## config.mk

```make
export PLATFORM = sky130hd
export DESIGN_NAME = hex_digit_entry
export DESIGN_NICKNAME = d
export VERILOG_FILES = /design/src/rtl/hex_digit_entry.sv
export SDC_FILE = /design/constraint.sdc
export NUM_CORES = 1
export LEC_CHECK = 0
export ABC_AREA = 1
export BUFFER_PORTS_ARGS = -buffer_cell sky130_fd_sc_hd__buf_2
export CORE_AREA = 2 2 134 136
export DETAILED_ROUTE_END_ITERATION = 7
export DIE_AREA = 0 0 136 138
export GPL_TIMING_DRIVEN = 0
export PLACE_DENSITY_LB_ADDON = 0.05
export SYNTH_ARGS = -nofsm -noshare
export SYNTH_HDL_FRONTEND = slang
export SYNTH_SLANG_ARGS = --single-unit
```

## constraint.sdc

```tcl
create_clock -name clk -period 3.2 [get_ports clk]
set_input_delay 0.48 -clock clk [delete_from_list [all_inputs] [get_ports clk]]
set_output_delay 0.48 -clock clk [all_outputs]
set_load 0.05 [all_outputs]
```

## src/rtl/hex_digit_entry.sv

```systemverilog
// hex_digit_entry: three edit buttons plus clear turned into an editable 16-bit
// hex value with a digit cursor and a blinking blank request for the display.
module hex_digit_entry #(
    parameter int unsigned DEBOUNCE_CYCLES = 120000,
    parameter int unsigned BLINK_BITS      = 22,
    parameter bit          BTN_ACTIVE_LOW  = 1'b1
) (
    input  logic        clk,
    input  logic        rst_n,
    input  logic        btn_next,
    input  logic        btn_inc,
    input  logic        btn_dec,
    input  logic        btn_clear,
    output logic [15:0] value,
    output logic [1:0]  cursor,
    output logic [3:0]  digit_blank,
    output logic        changed
);

    localparam int unsigned NBTN    = 4;
    localparam int unsigned CNT_W   = 20;
    localparam int unsigned B_NEXT  = 0;
    localparam int unsigned B_INC   = 1;
    localparam int unsigned B_DEC   = 2;
    localparam int unsigned B_CLEAR = 3;
    localparam logic [CNT_W-1:0] CNT_MAX = CNT_W'(DEBOUNCE_CYCLES - 1);

    logic [NBTN-1:0]  raw_c;
    logic [NBTN-1:0]  pin_q;
    logic [NBTN-1:0]  s1_q;
    logic [NBTN-1:0]  s2_q;
    logic [NBTN-1:0]  stable_q;
    logic [NBTN-1:0]  stable_d;
    logic [NBTN-1:0]  stable_dly_q;
    logic [NBTN-1:0]  press_c;
    logic [CNT_W-1:0] cnt_q [NBTN];
    logic [CNT_W-1:0] cnt_d [NBTN];

    logic [15:0]           value_q, value_d;
    logic [1:0]            cursor_q, cursor_d;
    logic                  changed_q, changed_d;
    logic [3:0]            blank_q, blank_d;
    logic [BLINK_BITS-1:0] blink_cnt_q;
    logic [3:0]            nib_c;
    logic [3:0]            nib_idx_c;

    // Normalise polarity so 1 always means pressed.
    assign raw_c = {btn_clear, btn_dec, btn_inc, btn_next} ^ {NBTN{BTN_ACTIVE_LOW}};

    // Pin register followed by the two-flop synchroniser.
    always_ff @(posedge clk or negedge rst_n) begin
        if (!rst_n) begin
            pin_q <= '0;
            s1_q  <= '0;
            s2_q  <= '0;
        end else begin
            pin_q <= raw_c;
            s1_q  <= pin_q;
            s2_q  <= s1_q;
        end
    end

    // Debounce: level must differ from stable for DEBOUNCE_CYCLES cycles in a row.
    always_comb begin
        stable_d = stable_q;
        for (int unsigned i = 0; i < NBTN; i++) begin
            cnt_d[i] = cnt_q[i];
            if (s2_q[i] == stable_q[i]) begin
                cnt_d[i] = '0;
            end else if (cnt_q[i] == CNT_MAX) begin
                stable_d[i] = s2_q[i];
                cnt_d[i]    = '0;
            end else begin
                cnt_d[i] = cnt_q[i] + CNT_W'(1);
            end
        end
    end

    // Debounced levels, their delayed copies and counters.
    always_ff @(posedge clk or negedge rst_n) begin
        if (!rst_n) begin
            stable_q     <= '0;
            stable_dly_q <= '0;
            for (int unsigned i = 0; i < NBTN; i++) begin
                cnt_q[i] <= '0;
            end
        end else begin
            stable_q     <= stable_d;
            stable_dly_q <= stable_q;
            for (int unsigned i = 0; i < NBTN; i++) begin
                cnt_q[i] <= cnt_d[i];
            end
        end
    end

    // One-cycle press events on debounced rising edges only.
    assign press_c   = stable_q & ~stable_dly_q;
    assign nib_idx_c = {cursor_q, 2'b00};
    assign nib_c     = value_q[nib_idx_c +: 4];

    // Edit logic: clear dominates, inc+dec cancel, next moves after the edit.
    always_comb begin
        value_d  = value_q;
        cursor_d = cursor_q;
        if (press_c[B_CLEAR]) begin
            value_d  = '0;
            cursor_d = '0;
        end else begin
            if (press_c[B_INC] && !press_c[B_DEC]) begin
                value_d[nib_idx_c +: 4] = nib_c + 4'd1;
            end else if (press_c[B_DEC] && !press_c[B_INC]) begin
                value_d[nib_idx_c +: 4] = nib_c - 4'd1;
            end
            if (press_c[B_NEXT]) begin
                cursor_d = cursor_q + 2'd1;
            end
        end
        changed_d = (value_d != value_q);
        blank_d   = blink_cnt_q[BLINK_BITS-1] ? 4'(4'b0001 << cursor_q) : 4'b0000;
    end

    // Value, cursor, change pulse, blink counter and blank request registers.
    always_ff @(posedge clk or negedge rst_n) begin
        if (!rst_n) begin
            value_q     <= '0;
            cursor_q    <= '0;
            changed_q   <= 1'b0;
            blank_q     <= '0;
            blink_cnt_q <= '0;
        end else begin
            value_q     <= value_d;
            cursor_q    <= cursor_d;
            changed_q   <= changed_d;
            blank_q     <= blank_d;
            blink_cnt_q <= blink_cnt_q + BLINK_BITS'(1);
        end
    end

    assign value       = value_q;
    assign cursor      = cursor_q;
    assign changed     = changed_q;
    assign digit_blank = blank_q;

endmodule

```

==> results.md <==
- Status: completed
- Gr usage total: 0.184
- Initial antenna violation count: 0
- Final core utilization: 0.502
- Leak: roughly 4.2 nW
- Most numerous cell in the Yosys netlist: nand2_1
- Switching Share: 0.213
- Largest area contributor in the netlist: dfrtp_1
- Final HPWL DP: ~12000 um
- Drt first pass iters: 5
- Initial DRC Count: between 300 and 400
- Slew Limit Fails: 0
- Comb power frac: 0.023
- Main area contributors after synthesis: dfrtp_1, nand2_1, inv_1, nand3_1, nor2_1
- Largest net degree at the start of global routing: just over 80
- Post-CTS setup buffer count: 0
- FF+latch count, synth: between 100 and 150
- Mapped Nets: 965
- CTS clk-pin slew, worst paths: around 0.060 ns
- Diode count: 0
- Core area: between 15000 and 20000 um^2
- CP endpoint kind: flip-flop
- R2r endpoint: changed
- Levels on crit path: 18
- Crit path max fanout: 12
- Die width: ~140 um
- Number of global-route vias before repair: roughly 5700
- Seq/Total Area, Yosys: 0.471
- Post-synthesis instance total: ~950
- FP Rows: between 40 and 50
- Number of buffers and inverters on the critical path: 4
- Initial core utilization: 0.440
- P_int: ~3.2 mW
- Crit path DAT: 3.20 ns
- Wire length of the first global-routing pass: around 28000 um
- Total clock sinks: 145
- Grt ovf: 0
- Clock Skew: approximately 0.0076 ns
- Max Cap Viol: 0
- Num CTS Buffers: 17
- Port Buffers: 28
- RD Place Congestion: between 0.8 and 0.9
- Power density of the placed cells: between 400 and 500 nW/um^2
- CP dominant cell by count: nand3_1
- Sequential power share: 0.458
- Crit-path max cell delay: around 0.45 ns
- Hold slack: approximately 0.057 ns
- Setup TNS: 0 ns
- Final worst-path cycle share: 0.906
- Synthesis Warnings: 0
- Final min period: 2.90 ns
- Reg2Reg Depth: 18
- Synth unique cells: 47
- Chip height: ~140 um
- Layout overhead on the synthesized area: 14.2%
- Number of synthesized flops with an enable pin: 0
- Share of layout cells above drive strength 1: 0.114
- Top-Level Pins: 29
- Switching power: 868 uW
- Post-Syn Area: between 7000 and 8000 um^2
- Inst Count DP: 1205
- CTS max path bufs: 2
- R2R Setup Slk: roughly 0.30 ns
- DRC: 0
- Top_reg_cell synth: dfrtp_1
- Fin. Hold Viols: 0
- Async set-reset flop share out of synthesis: 1.00
- Htree depth: 4
- Final setup violation count: 0
- WL/cell: roughly 13 um
- Non-filler cells, final: roughly 1200
- Worst Tran Pin Value: approximately 0.74 ns
- Worst setup SP type: flip-flop
- F_max: 345 MHz
- Slew margin rel.: 0.498
- Top cells by count, synth: nand2_1, dfrtp_1, inv_1
- Tot Pwr: just over 4 mW
- Worst reg2reg path startpoint: cursor[0]
- Setup CP Type: flip-flop to flip-flop
- Worst hold path type: input pin to asynchronous set/reset pin
- Vias per cell: about 5
- CTS root buffer: clkbuf_16
- CP top delay family: simple AND/OR/NAND/NOR gates
- Slowest stage cell on the critical path: dfrtp_1
- Maximum vdd drop: approximately 350 uV
- Final nets: between 1000 and 1500
- Clock share of power: 0.519
- Latest clock arrival within the worst-skew pair: between 0.4 and 0.5 ns
- Post-Syn Area per Cell: approximately 8 um^2
- DR vias: ~6100
- Worst path required time: between 3 and 4 ns
- RSZ-0062 raised after global routing: false
- TritonCTS clock tree: done
- CP endpoint: changed
- Top cell type's share of synthesized area: 0.471
- Critical-path cell list: buf_4, inv_4, buf_6, ha_1, inv_1, nand2_1, nor2_2, nand3_1, nand3_1, nand3_1, nand2_1, nand3_1, nor2_1, nand2_1, nor2_1, nand2_1, nor2_1, nand3_1
- Setup crit start: cursor[0]
- Post-route ant nets: 0
- Die area: between 15000 and 20000 um^2
- Post-Route WL: between 15000 and 20000 um
layout by cell type, fill, tap and decap left out, types with 5 or more instances in the layout:
cell       netlist  final
buf_2            6     33
nor3_1          42     42
nor2_1         101    101
nand4_1         29     29
nor4_1          13     13
nand2_2          8      8
clkbuf_16        0     17
nand3_1         77     77
o21ai_0          7      7
nand3b_1         7      7
nor3_2           8      8
ha_1            12     12
inv_1          136    136
nor3b_1         14     14
nor2_2           7      7
xor2_1          29     29
a21oi_1         44     44
xnor2_1         13     13
clkbuf_1         3      5
nand2_1        199    199
dfrtp_1        145    144
power groups by stage:
| stage | sequential (mW) | combinational (mW) | clock (mW) |
|---|---|---|---|
| floorplan | 1.90 | 0.0388 | 0 |
| global placement | 1.90 | 0.0919 | 0 |
| detailed placement | 1.90 | 0.0972 | 0 |
| CTS | 1.86 | 0.0970 | 2.18 |
| global route | 1.87 | 0.109 | 2.26 |
| finish | 1.86 | 0.0919 | 2.11 |
worst reg2reg max path: cells and delay by family (launching register included):
family	cells	cell delay [ns]
adders and majority gates	1	0.37
buffers and inverters	4	0.62
DFF	1	0.45
and+or+nand+nor	13	1.32
through the flow:
step	setup WS [ns]	instance area, um^2
final	0.300	8800
after global routing	0.0573	8800
after CTS	0.170	8800
after detailed placement	0.188	8170
after global placement	-0.575	8140
after floorplan	0.539	7710
registers in the layout, summed over array words and instances (netlist names), 4 cells and up:
| signal | cells |
|---|---|
| digit_blank | 4 |
| stable_q | 4 |
| s2_q | 4 |
| pin_q | 4 |
| cnt_q | 80 |
| value | 16 |
| stable_dly_q | 4 |
| blink_cnt_q | 22 |
| s1_q | 4 |
layer usage:
layer  vias up  wire (um)  share of wire  track usage
met5         -          0              0            0
met4         0        228          0.014       0.0515
met3        16        482          0.030       0.0418
met2       101       7570           0.47        0.290
met1      2803       7820           0.49        0.254
li1       3173          -              -            -
worst min-delay path by stage:
stage                  start              to  slack, ns  cells past startpoint
global route           rst_n       cnt_q[32]       0.10                      1
global placement     s1_q[1]         s2_q[1]       0.33                      0
CTS                    rst_n       cnt_q[33]       0.07                      1
floorplan              rst_n  blink_cnt_q[0]       0.18                      0
detailed placement  pin_q[0]         s1_q[0]       0.33                      0
finish                 rst_n       cnt_q[32]       0.06                      1
timing repair:
item | CTS | global route
hold buffers | 0 | 0
hold endpoints to repair | 0 | 0
setup endpoints to repair | 0 | 1
gates resized for setup | 0 | 1
kinds of logic after synthesis:
| family | Yosys count | share of synthesized area |
|---|---|---|
| compound gates | 68 | 0.0493 |
| xor+xnor | 43 | 0.0498 |
| fa+ha+maj | 12 | 0.0195 |
| buf+inv | 151 | 0.0763 |
| flops | 145 | 0.471 |
| mux | 4 | 0.00584 |
| simple gates | 524 | 0.329 |
final cells by class:
| class | count | area [um^2] |
|---|---|---|
| Fill cell | 1737 | 8730 |
| Sequential cell | 145 | 3630 |
| Multi-Input combinational cell | 651 | 3490 |
| Inverter | 139 | 524 |
| Clock buffer | 23 | 488 |
| Tap cell | 229 | 287 |
| Timing Repair Buffer | 29 | 174 |
| Clock inverter | 9 | 144 |
| Buffer | 12 | 63.8 |
Note: power is estimated with default switching activity, not from simulation.
